[src/rtl/tx_symbol_scheduler.sv]
// ============================================================================
// tx_symbol_scheduler : frames TX bytes with STP/END, fills idle, inserts SKP
// Rev 1.0
// ============================================================================
`default_nettype none

module tx_symbol_scheduler #(
  parameter int SKP_INTERVAL = 64,
  parameter int SKP_COUNT    = 3
) (
  input  logic       clk,
  input  logic       reset,
  input  logic [7:0] pkt_data,
  input  logic       pkt_valid,
  input  logic       pkt_last,
  output logic       pkt_ready,
  output logic [7:0] out_8b,
  output logic       out_dataK,
  output logic       skp_active,
  output logic       underrun_err,
  output logic       skp_late
);

  localparam int            TW        = (SKP_INTERVAL > 1) ? $clog2(SKP_INTERVAL) : 1;
  localparam logic [TW-1:0] TIMER_MAX = TW'(SKP_INTERVAL - 1);
  localparam logic [2:0]    SKP_LAST  = 3'(SKP_COUNT);

  localparam logic [7:0] SYM_IDL = 8'h00;
  localparam logic [7:0] SYM_STP = 8'hFB;
  localparam logic [7:0] SYM_END = 8'hFD;
  localparam logic [7:0] SYM_EDB = 8'hFE;
  localparam logic [7:0] SYM_COM = 8'hBC;
  localparam logic [7:0] SYM_SKP = 8'h1C;

  // S_EDB is the single cycle that drives EDB before the silent abort drain.
  typedef enum logic [2:0] {
    S_IDLE, S_STP, S_DATA, S_END, S_EDB, S_ABORT, S_COM, S_SKP
  } state_t;

  state_t        state_q, state_d;
  logic [7:0]    data_q, data_d;
  logic          last_taken_q, last_taken_d;
  logic [2:0]    skp_idx_q, skp_idx_d;
  logic [TW-1:0] skp_timer_q, skp_timer_d;
  logic          skp_pending_q, skp_pending_d;
  logic [7:0]    out_8b_q, out_8b_d;
  logic          out_dataK_q, out_dataK_d;
  logic          skp_active_q, skp_active_d;
  logic          underrun_err_q, underrun_err_d;
  logic          skp_late_q, skp_late_d;

  logic   xfer;
  logic   expire;
  state_t decision;

  always_comb begin
    pkt_ready = (state_q == S_STP) || (state_q == S_DATA && !last_taken_q) ||
                (state_q == S_ABORT);
    xfer      = pkt_valid && pkt_ready;
    // Packet boundaries are the only places a pending SKP may be inserted.
    decision  = skp_pending_q ? S_COM : (pkt_valid ? S_STP : S_IDLE);

    state_d      = state_q;
    data_d       = data_q;
    last_taken_d = last_taken_q;
    skp_idx_d    = skp_idx_q;

    case (state_q)
      S_IDLE, S_END: state_d = decision;
      S_STP, S_DATA: begin
        if (state_q == S_DATA && last_taken_q) begin
          state_d = S_END;
        end else if (xfer) begin
          state_d      = S_DATA;
          data_d       = pkt_data;
          last_taken_d = pkt_last;
        end else begin
          state_d = S_EDB;
        end
      end
      S_EDB:   state_d = S_ABORT;
      S_ABORT: if (xfer && pkt_last) state_d = S_IDLE;
      S_COM: begin
        state_d   = S_SKP;
        skp_idx_d = 3'd1;
      end
      S_SKP: begin
        if (skp_idx_q >= SKP_LAST) state_d = decision;
        else                       skp_idx_d = skp_idx_q + 3'd1;
      end
      default: state_d = S_IDLE;
    endcase

    expire        = (skp_timer_q == TIMER_MAX);
    skp_timer_d   = expire ? '0 : skp_timer_q + 1'b1;
    // A fresh expiry wins over the clear caused by entering COM.
    skp_pending_d = expire || (skp_pending_q && state_d != S_COM);
    skp_late_d    = expire && skp_pending_q;

    out_8b_d    = SYM_IDL;
    out_dataK_d = 1'b0;
    case (state_d)
      S_STP:   begin out_8b_d = SYM_STP; out_dataK_d = 1'b1; end
      S_DATA:  out_8b_d = data_d;
      S_END:   begin out_8b_d = SYM_END; out_dataK_d = 1'b1; end
      S_EDB:   begin out_8b_d = SYM_EDB; out_dataK_d = 1'b1; end
      S_COM:   begin out_8b_d = SYM_COM; out_dataK_d = 1'b1; end
      S_SKP:   begin out_8b_d = SYM_SKP; out_dataK_d = 1'b1; end
      default: begin out_8b_d = SYM_IDL; out_dataK_d = 1'b0; end
    endcase
    skp_active_d   = (state_d == S_COM) || (state_d == S_SKP);
    underrun_err_d = (state_d == S_EDB);
  end

  always_ff @(posedge clk or posedge reset) begin
    if (reset) begin
      state_q        <= S_IDLE;
      data_q         <= '0;
      last_taken_q   <= 1'b0;
      skp_idx_q      <= '0;
      skp_timer_q    <= '0;
      skp_pending_q  <= 1'b0;
      out_8b_q       <= '0;
      out_dataK_q    <= 1'b0;
      skp_active_q   <= 1'b0;
      underrun_err_q <= 1'b0;
      skp_late_q     <= 1'b0;
    end else begin
      state_q        <= state_d;
      data_q         <= data_d;
      last_taken_q   <= last_taken_d;
      skp_idx_q      <= skp_idx_d;
      skp_timer_q    <= skp_timer_d;
      skp_pending_q  <= skp_pending_d;
      out_8b_q       <= out_8b_d;
      out_dataK_q    <= out_dataK_d;
      skp_active_q   <= skp_active_d;
      underrun_err_q <= underrun_err_d;
      skp_late_q     <= skp_late_d;
    end
  end

  assign out_8b       = out_8b_q;
  assign out_dataK    = out_dataK_q;
  assign skp_active   = skp_active_q;
  assign underrun_err = underrun_err_q;
  assign skp_late     = skp_late_q;

endmodule

`default_nettype wire

[config.mk]
export PLATFORM = sky130hd
export DESIGN_NAME = tx_symbol_scheduler
export DESIGN_NICKNAME = d
export VERILOG_FILES = /design/src/rtl/tx_symbol_scheduler.sv
export SDC_FILE = /design/constraint.sdc
export NUM_CORES = 1
export LEC_CHECK = 0
export CORE_UTILIZATION = 56
export DETAILED_ROUTE_END_ITERATION = 16
export GPL_TIMING_DRIVEN = 1
export HOLD_SLACK_MARGIN = 0.06
export PLACE_DENSITY = 0.8
export SETUP_SLACK_MARGIN = 0.1
export SKIP_CTS_REPAIR_TIMING = 1
export SLEW_MARGIN = 20
export SYNTH_ARGS = -nofsm -noshare
export SYNTH_HDL_FRONTEND = slang
export SYNTH_SLANG_ARGS = --single-unit
[constraint.sdc]
create_clock -name clk -period 5.39 [get_ports clk]
set_clock_uncertainty 0.1 [all_clocks]
set_input_delay 0.539 -clock clk [delete_from_list [all_inputs] [get_ports clk]]
set_output_delay 0.539 -clock clk [all_outputs]
set_load 0.01 [all_outputs]
Word level (Yosys, flattened, before mapping)
Index checks and enable logic that the tools add are counted.
W data, S select, Z words.
{"block": "op_classes", "add_sub_neg": 2, "n_lt_le_gt_ge": 1, "eq_ne": 16, "mux": 15, "bitwise_logic": 1, "reduce_logical": 18}
{"op": "$pmux W8 S6", "n": 1}
{"op": "$mux W8", "n": 3}
{"op": "$eq A3 B3 Y1 const B", "n": 7}
{"op": "$mux W3", "n": 6}
{"op": "$pmux W3 S6", "n": 1}
{"op": "$eq A3 B2 Y1 const B", "n": 4}
{"op": "$add A6 B1 Y6 const B", "n": 1}
{"op": "$eq A3 B1 Y1 const B", "n": 2}
{"op": "$eq A6 B6 Y1 const B", "n": 1}
{"op": "$logic_and A1 B1 Y1", "n": 6}
{"op": "$mux W6", "n": 1}
{"op": "$pmux W3 S2", "n": 1}
{"op": "$reduce_or A5 Y1", "n": 1}
{"op": "$logic_or A1 B1 Y1", "n": 4}
{"op": "$reduce_or A2 Y1", "n": 2}
{"op": "$add A3 B1 Y3 const B", "n": 1}
{"op": "$ge A3 B2 Y1 const B", "n": 1}
{"op": "$logic_not A3 Y1", "n": 1}
{"op": "$ne A3 B3 Y1 const B", "n": 1}
{"op": "$reduce_and A3 Y1", "n": 1}
{"op": "$mux W1", "n": 2}
{"op": "$ne A2 B2 Y1 const B", "n": 1}
{"op": "$reduce_and A2 Y1", "n": 1}
{"op": "$reduce_bool A2 Y1", "n": 1}
{"op": "2 further kinds", "n": 2}
{"block": "totals", "regBits": 34, "in_bits": 12, "out_inout_bits": 13, "wordCells": 64}

Longest topological paths before layout
Gate-level depths: netlist (run 1).
{"block": "depth", "ltp_word": 11, "depth_mapped": 8, "ltp_nobuf": 8}

Worst setup path before layout (run 1)
No wires, ideal clock.
{"block": "synth_timing", "kind": "register to register", "startpoint": "register skp_idx_q[0]", "endpoint": "register out_8b_q[6] (netlist: out_8b[6])", "setup_time_ps": 126, "t_arrival_ps": 1842, "required_ps": 5164, "setup_slack_ps": 3322, "path_stages_with_launch": 8, "n_path_buf": 0, "synth_period_minus_slack_ps": 2068, "path_cell_list": "dfrtp_1 ha_1 ha_1 a211o_1 a21oi_1 a211oi_2 and3_4 a311o_1"}
{"block": "synth_via", "elab_chain_cells": 5, "word_cells_on_any_way": 10, "cone_classes": "1 x order compare; 6 x eq/ne; 3 x mux"}
{"item": "start: declaration", "line_no": "43", "rtl": "logic [2:0] skp_idx_q, skp_idx_d;"}
{"item": "start signal: assignment", "line_no": "132", "rtl": "skp_idx_q <= skp_idx_d;"}
{"item": "$ge A3 B2 Y1", "line_no": "88", "rtl": "if (skp_idx_q >= SKP_LAST) state_d = decision;"}
{"item": "$mux W3", "line_no": "88"}
{"item": "$pmux W3 S6", "line_no": "68", "rtl": "case (state_q)"}
{"item": "$eq A3 B3 Y1"}
{"item": "named net underrun_err_d", "line_no": "49", "rtl": "logic underrun_err_q, underrun_err_d;"}
{"item": "$pmux W8 S6", "line_no": "102", "rtl": "case (state_d)"}
{"item": "named net out_8b_d[6]", "line_no": "46", "rtl": "logic [7:0] out_8b_q, out_8b_d;"}
{"item": "end signal: assignment", "line_no": "135", "rtl": "out_8b_q <= out_8b_d;"}
{"item": "end: declaration", "line_no": "46"}
The timed path passes the listed nets, and every way through them passes these cells.
A chain may end at the register's enable or synchronous reset.

Worst setup path after layout (run 1)
{"block": "layout_timing", "startpoint": "register state_q[2]", "endpoint": "output port pkt_ready"}
{"block": "layout_via", "elab_chain_cells": 4, "word_cells_on_any_way": 6, "cone_classes": "3 x eq/ne; 3 x reduce/logical"}
{"item": "start: declaration", "line_no": "40", "rtl": "state_t state_q, state_d;"}
{"item": "start signal: assignment", "line_no": "129", "rtl": "state_q <= state_d;"}
{"item": "$eq A3 B2 Y1", "line_no": "57", "rtl": "pkt_ready = (state_q == S_STP) || (state_q == S_DATA && !last_taken_q) ||"}
{"item": "$logic_and A1 B1 Y1", "line_no": "57"}
{"item": "$logic_or A1 B1 Y1", "line_no": "57"}
{"item": "$logic_or A1 B1 Y1 (*)", "line_no": "57"}
{"item": "end: declaration", "line_no": "16", "rtl": "output logic pkt_ready,"}
Mark *: on every way between the ends. The rest lies on a longest branch, timed or not.

==> results.ini, run 1 <==
[run_status]
status=completed

[run]
maxCapViolations=0

[floorplan]
core-area_mm2=0.00257
die_area_mm2=0.00301
fp.dieW_um=54.9
std_cell_rows=18
io_pins=25
start_util_pct=61.0
die_h_um=54.9

[sta]
finalSetupViolCount=0
hold_violations=0
fin_setup_tns_ns=0
tightest_slew_ns=0.605
max_freq_mhz=392
relSlewSlack_pct=59.6
fin_crit_ns=2.55
rsz0062_at_grt=false
period_share_pct=47.3
drv_slew=0

[finish]
drive_above_1_share_pct=13.4
syn2layout_area_growth_pct=18.9
final_common_cell=dfrtp_1
final_cell_mix=dfrtp_1, clkdlybuf4s50_1, nor2_1
n_fill_cell=200
nets=186
utilization_pct=72.5
diodes=0

[yosys]
postSynthCellCount=146
syn-cell-area_mm2=0.00157
synthArstFlopShare_pct=100
ys_ff_latch=31
synth_ff_type=dfrtp_1
synth_top_area_share_pct=49.6
ys_types=51
avgSynthCellArea_um2=10.7
yosys_warnings=0
syn_nets=161
synth.largest_area_cell=dfrtp_1
synth_edf_count=0
yosys-top-cells-area=dfrtp_1, nor2_1, nand2_1
ys_seq_area_share_pct=49.6

[critical_path]
crit_slowest_cell=dfrtp_1
cp.required_ns=4.75
crit_fanout=13
crit_path_start_kind=flip-flop
critical_path_class=flip-flop to primary output
end_kind=primary output
crit_buf_inv=1
cpLargestDelayFamily=flip-flops
path_cells=or2_1 -> o21ai_0 -> clkdlybuf4s50_1
worstPathArrival_ns=1.91
slowest_delay_ns=0.55

[pwr]
cellPowerDensity_mw_per_mm2=632
p_leak_nw=0.824
ir_drop_mv=0.491

[global_routing]
grt_pass1_wl_um=4450
gr-total-overflow=0
antenna_found_initial=0
grt_max_degree=32
grt_pass1_vias=1005
grt_usage_pct=22.2

[clock_tree]
ctsRootBufferMaster=clkbuf_4
cts_made_buffers=5
clk_latency_ns=0.32
cts_sinks=31
path_clk_slew_ns=0.09
h-tree-depth=2
cts_tree=yes
clock_path_buffers=2

[routing]
vias=1126
wirelength_um=2790
ant_nets=0
first_iter_violations=18
drtPass1Iterations=4
avgViaCountPerCell=5.57
wire_per_inst_um=13.8
drc=0

[min_path]
hold_class=flip-flop to flip-flop

[place]
portBuffers=24
dp_hpwl_um=2040
gp_congestion=0.852

cell usage after synthesis (2+ instances only):
master / instances
o31ai_1: 2
mux2i_1: 2
xor2_1: 2
nand3_1: 4
a21o_1: 3
ha_1: 3
buf_6: 3
nand2b_1: 3
o21ai_0: 7
nor2_1: 13
o21a_1: 3
nand2_1: 11
mux2_2: 3
inv_1: 7
a21oi_1: 6
nor2b_1: 5
dfrtp_1: 31
and2_1: 3
buf_2: 2
a22o_1: 2
kinds of logic after synthesis:
| group | synth area share (%) |
|---|---|
| adders and majority gates | 2.40 |
| buffers and inverters | 5.60 |
| DFF | 49.6 |
| and+or+nand+nor | 17.4 |
| muxes | 3.44 |
| AOI/OAI and AO/OA | 19.9 |
| xor gates and xnor gates | 1.68 |
power by group:
part | internal (mW) | switching, mW
registers | 0.325 | 0.0907
clock network | 0.0767 | 0.0742
logic | 0.313 | 0.297
total | 0.714 | 0.462
cell type report:
cell class                 instances  area [um2]  share of cell area (%)
inverter                           9        36.3                    1.95
tap                               30        37.5                    2.02
clock buffer                       8        68.8                    3.70
timing repair buffer              24         240                    12.9
sequential                        31         776                    41.7
multi-input combinational        100         702                    37.7
per-stage QoR:
step | setup slack (ns) | cells | hold WS, ns | cell area [um2] | total power [mW]
after floorplan | 3.32 | 146 | 0.345 | 1570 | 0.866
after global placement | 2.75 | 194 | 0.364 | 1790 | 1.01
after detailed placement | 2.68 | 194 | 0.365 | 1790 | 1.03
after CTS | 2.83 | 202 | 0.384 | 1860 | 1.18
after global routing | 2.73 | 202 | 0.408 | 1860 | 1.27
final | 2.84 | 202 | 0.383 | 1860 | 1.18
sequential cells by signal (all words and copies together), names as in the netlist:
register       flops
out_8b             8
skp_active         1
skp_late           1
skp_pending_q      1
underrun_err       1
skp_idx_q          3
state_q            3
out_dataK          1
skp_timer_q        6
data_q             5
last_taken_q       1
per-layer routing:
layer | share of wire, % | vias to the layer above | track usage (%) | wire length, um
li1 | - | 563 | - | -
met1 | 45 | 531 | 28.2 | 1270
met2 | 48 | 24 | 32.5 | 1350
met3 | 3.2 | 8 | 6.94 | 89
met4 | 2.9 | 0 | 13.7 | 81
met5 | 0 | - | 0 | 0
worst register-to-register path: cells and delay by family, from the launching register on:
| kind | cells | cell delay [ns] |
|---|---|---|
| AO/OA/AOI/OAI | 4 | 1.05 |
| flip-flops | 1 | 0.44 |
| adder cells (fa/ha/maj) | 2 | 0.34 |
| AND/OR/NAND/NOR | 1 | 0.19 |
| buffers and inverters | 1 | 0.08 |
worst paths after layout:
kind                                               start                  endpoint  slack (ns)  cells after the start
worst max-delay path                state_q[2]$_DFF_PP0_                 pkt_ready        2.84                      3
worst min-delay path            skp_timer_q[4]$_DFF_PP0_  skp_timer_q[4]$_DFF_PP0_        0.38                      1
worst max register to register  skp_idx_q[0]$_DFFE_PP0P_       out_8b[6]$_DFF_PP0_        3.07                      8
worst min register to register  skp_timer_q[4]$_DFF_PP0_  skp_timer_q[4]$_DFF_PP0_        0.38                      1
max in group asynchronous                          reset       out_8b[1]$_DFF_PP0_        4.28                      2
min in group asynchronous                          reset       out_8b[7]$_DFF_PP0_        0.51                      2
Power figures use the tool's default switching activity.
==> inputs of run 2 (changes only) <==
--- a/config.mk
+++ b/config.mk
@@ -5,11 +5,11 @@
 export SDC_FILE = /design/constraint.sdc
 export NUM_CORES = 1
 export LEC_CHECK = 0
-export CORE_UTILIZATION = 56
+export CORE_UTILIZATION = 47
 export DETAILED_ROUTE_END_ITERATION = 16
 export GPL_TIMING_DRIVEN = 1
 export HOLD_SLACK_MARGIN = 0.06
-export PLACE_DENSITY = 0.8
+export PLACE_DENSITY = 0.71
 export SETUP_SLACK_MARGIN = 0.1
 export SKIP_CTS_REPAIR_TIMING = 1
 export SLEW_MARGIN = 20
==> constraint.sdc (replaced) <==
create_clock -name clk -period 2.1 [get_ports clk]
set_clock_uncertainty 0.1 [all_clocks]
set_input_delay 0.21 -clock clk [delete_from_list [all_inputs] [get_ports clk]]
set_output_delay 0.21 -clock clk [all_outputs]
set_load 0.01 [all_outputs]
==> results.ini, run 2 (same netlist as run 1, synthesis figures left out) <==
[finish]
diodes=0
largest_reg_flops=8
final_common_cell=dfrtp_1
n_fill_cell=235
stdcell_count=247
syn2layout_area_growth_pct=44.4
drive_above_1_share_pct=33.5
design_area_mm2=0.00226
nets=217
final_cell_mix=dfrtp_1, buf_4, clkdlybuf4s50_1

[place]
placed_area_mm2=0.00200
gp_congestion=0.790
dp_hpwl_um=2430
portBuffers=24
dp_cells=229
place_ws_ns=-0.199

[critical_path]
worst-path-stages=8
r2r_setup_slack_ns=-0.06
end_kind=flip-flop
worstSetupEndpoint=out_8b[6]$_DFF_PP0_
slowest_delay_ns=0.45
cp.required_ns=2.20
crit_path_start_kind=flip-flop
worstRegToRegCells=8
crit_buf_inv=2
critical_path_class=flip-flop to flip-flop
path_cells=inv_1 -> ha_4 -> a211o_4 -> a21boi_4 -> o32ai_4 -> inv_4 -> and3_4 -> a311o_1
crit_slowest_cell=dfrtp_1
startpoint=skp_idx_q[2]$_DFFE_PP0P_
r2r_end=out_8b[6]$_DFF_PP0_
timing.rr.start=skp_idx_q[2]$_DFFE_PP0P_
cpLargestDelayFamily=compound AO/OA/AOI/OAI gates
worstPathArrival_ns=2.26
crit_fanout=7

[pwr]
ir_drop_mv=0.916
p_leak_nw=1.01
cellPowerDensity_mw_per_mm2=1770

[global_routing]
grt_max_degree=32
grt_usage_pct=20.9
grt_pass1_vias=1231
antenna_found_initial=0
grt_pass1_wl_um=5500
gr-total-overflow=0

[sta]
fin_ws_ns=-0.0611
max_freq_mhz=463
rsz0062_at_grt=true
hold_violations=0
drv_slew=0
tightest_slew_ns=0.563
finalSetupViolCount=3
fin_setup_tns_ns=-0.0979
relSlewSlack_pct=62.1
period_share_pct=103
fin_crit_ns=2.16

[clock_tree]
cts_sinks=31
cts_made_buffers=5
cts_tree=yes
h-tree-depth=2
path_clk_slew_ns=0.10
clk_latency_ns=0.32
ctsRootBufferMaster=clkbuf_4
clock_path_buffers=2

[routing]
avgViaCountPerCell=5.24
wire_per_inst_um=15.0
vias=1295
wirelength_um=3700
first_iter_violations=61
ant_nets=0
drc=0
drtPass1Iterations=4

[floorplan]
std_cell_rows=20
start_util_pct=50.4
fp.dieW_um=59.7
core-area_mm2=0.00310
io_pins=25
die_h_um=59.7
die_area_mm2=0.00357

[run_status]
status=complete, but fails checks
violations=negative setup slack

[run]
maxCapViolations=0

[min_path]
hold_class=input pin to asynchronous set/reset pin

-- run 2: cell count changes in the layout (fill, tap and decap cells not counted), moves of 2 or more --
cell      change
buf_6         +4
a21oi_1       -2
nand2_2       +2
dfrtp_1       -2
ha_1          -2
buf_4        +27
nand2_1       -2
a211oi_4      +2
dfrtp_2       +2
-- run 2: tightest hold or removal path, delay by kind of cell --
kind                   cells  cell delay (ns)
buffers and inverters      3             0.79
-- run 2: cell type report --
cell class / count / area [um2] / area share (%)
repair buffers: 55 / 490 / 21.7
flip-flops and latches: 31 / 778 / 34.4
inverters: 9 / 36.3 / 1.61
clock buffers: 8 / 68.8 / 3.05
multi-input cells: 100 / 831 / 36.8
well taps: 44 / 55.1 / 2.44
-- run 2: report_power, final --
group / total [mW] / internal, mW / switching, mW
Combinational: 2.61 / 1.41 / 1.20
Clock: 0.390 / 0.197 / 0.193
Sequential: 1.00 / 0.839 / 0.165
Total: 4.00 / 2.45 / 1.56
-- run 2: worst min path at each step --
stage,start,end,slack (ns),depth (start not counted)
2_1_floorplan,reset,data_q[0]$_DFF_PP0_,0.21,1
3_3_place_gp,skp_timer_q[5]$_DFF_PP0_,skp_timer_q[5]$_DFF_PP0_,0.36,1
3_5_place_dp,skp_timer_q[5]$_DFF_PP0_,skp_timer_q[5]$_DFF_PP0_,0.38,1
4_1_cts,reset,skp_pending_q$_DFF_PP0_,0.17,3
5_1_grt,reset,skp_pending_q$_DFF_PP0_,0.20,3
6_report,reset,skp_active$_DFF_PP0_,0.15,3
-- run 2: per-stage QoR --
stage               utilization, %  hold WS (ns)  total power [mW]
floorplan                        -         0.214              2.29
global placement              64.4         0.362              2.99
detailed placement            64.4         0.377              3.07
CTS                           66.6         0.166              3.47
global route                  72.8         0.204              4.26
finish                        72.8         0.155              4.00
-- run 2: routing by layer --
layer / track usage [%] / wire length, um
met2: 30.5 / 1890
met3: 5.19 / 141
met5: 0 / 0
met1: 28.8 / 1590
met4: 10.6 / 73
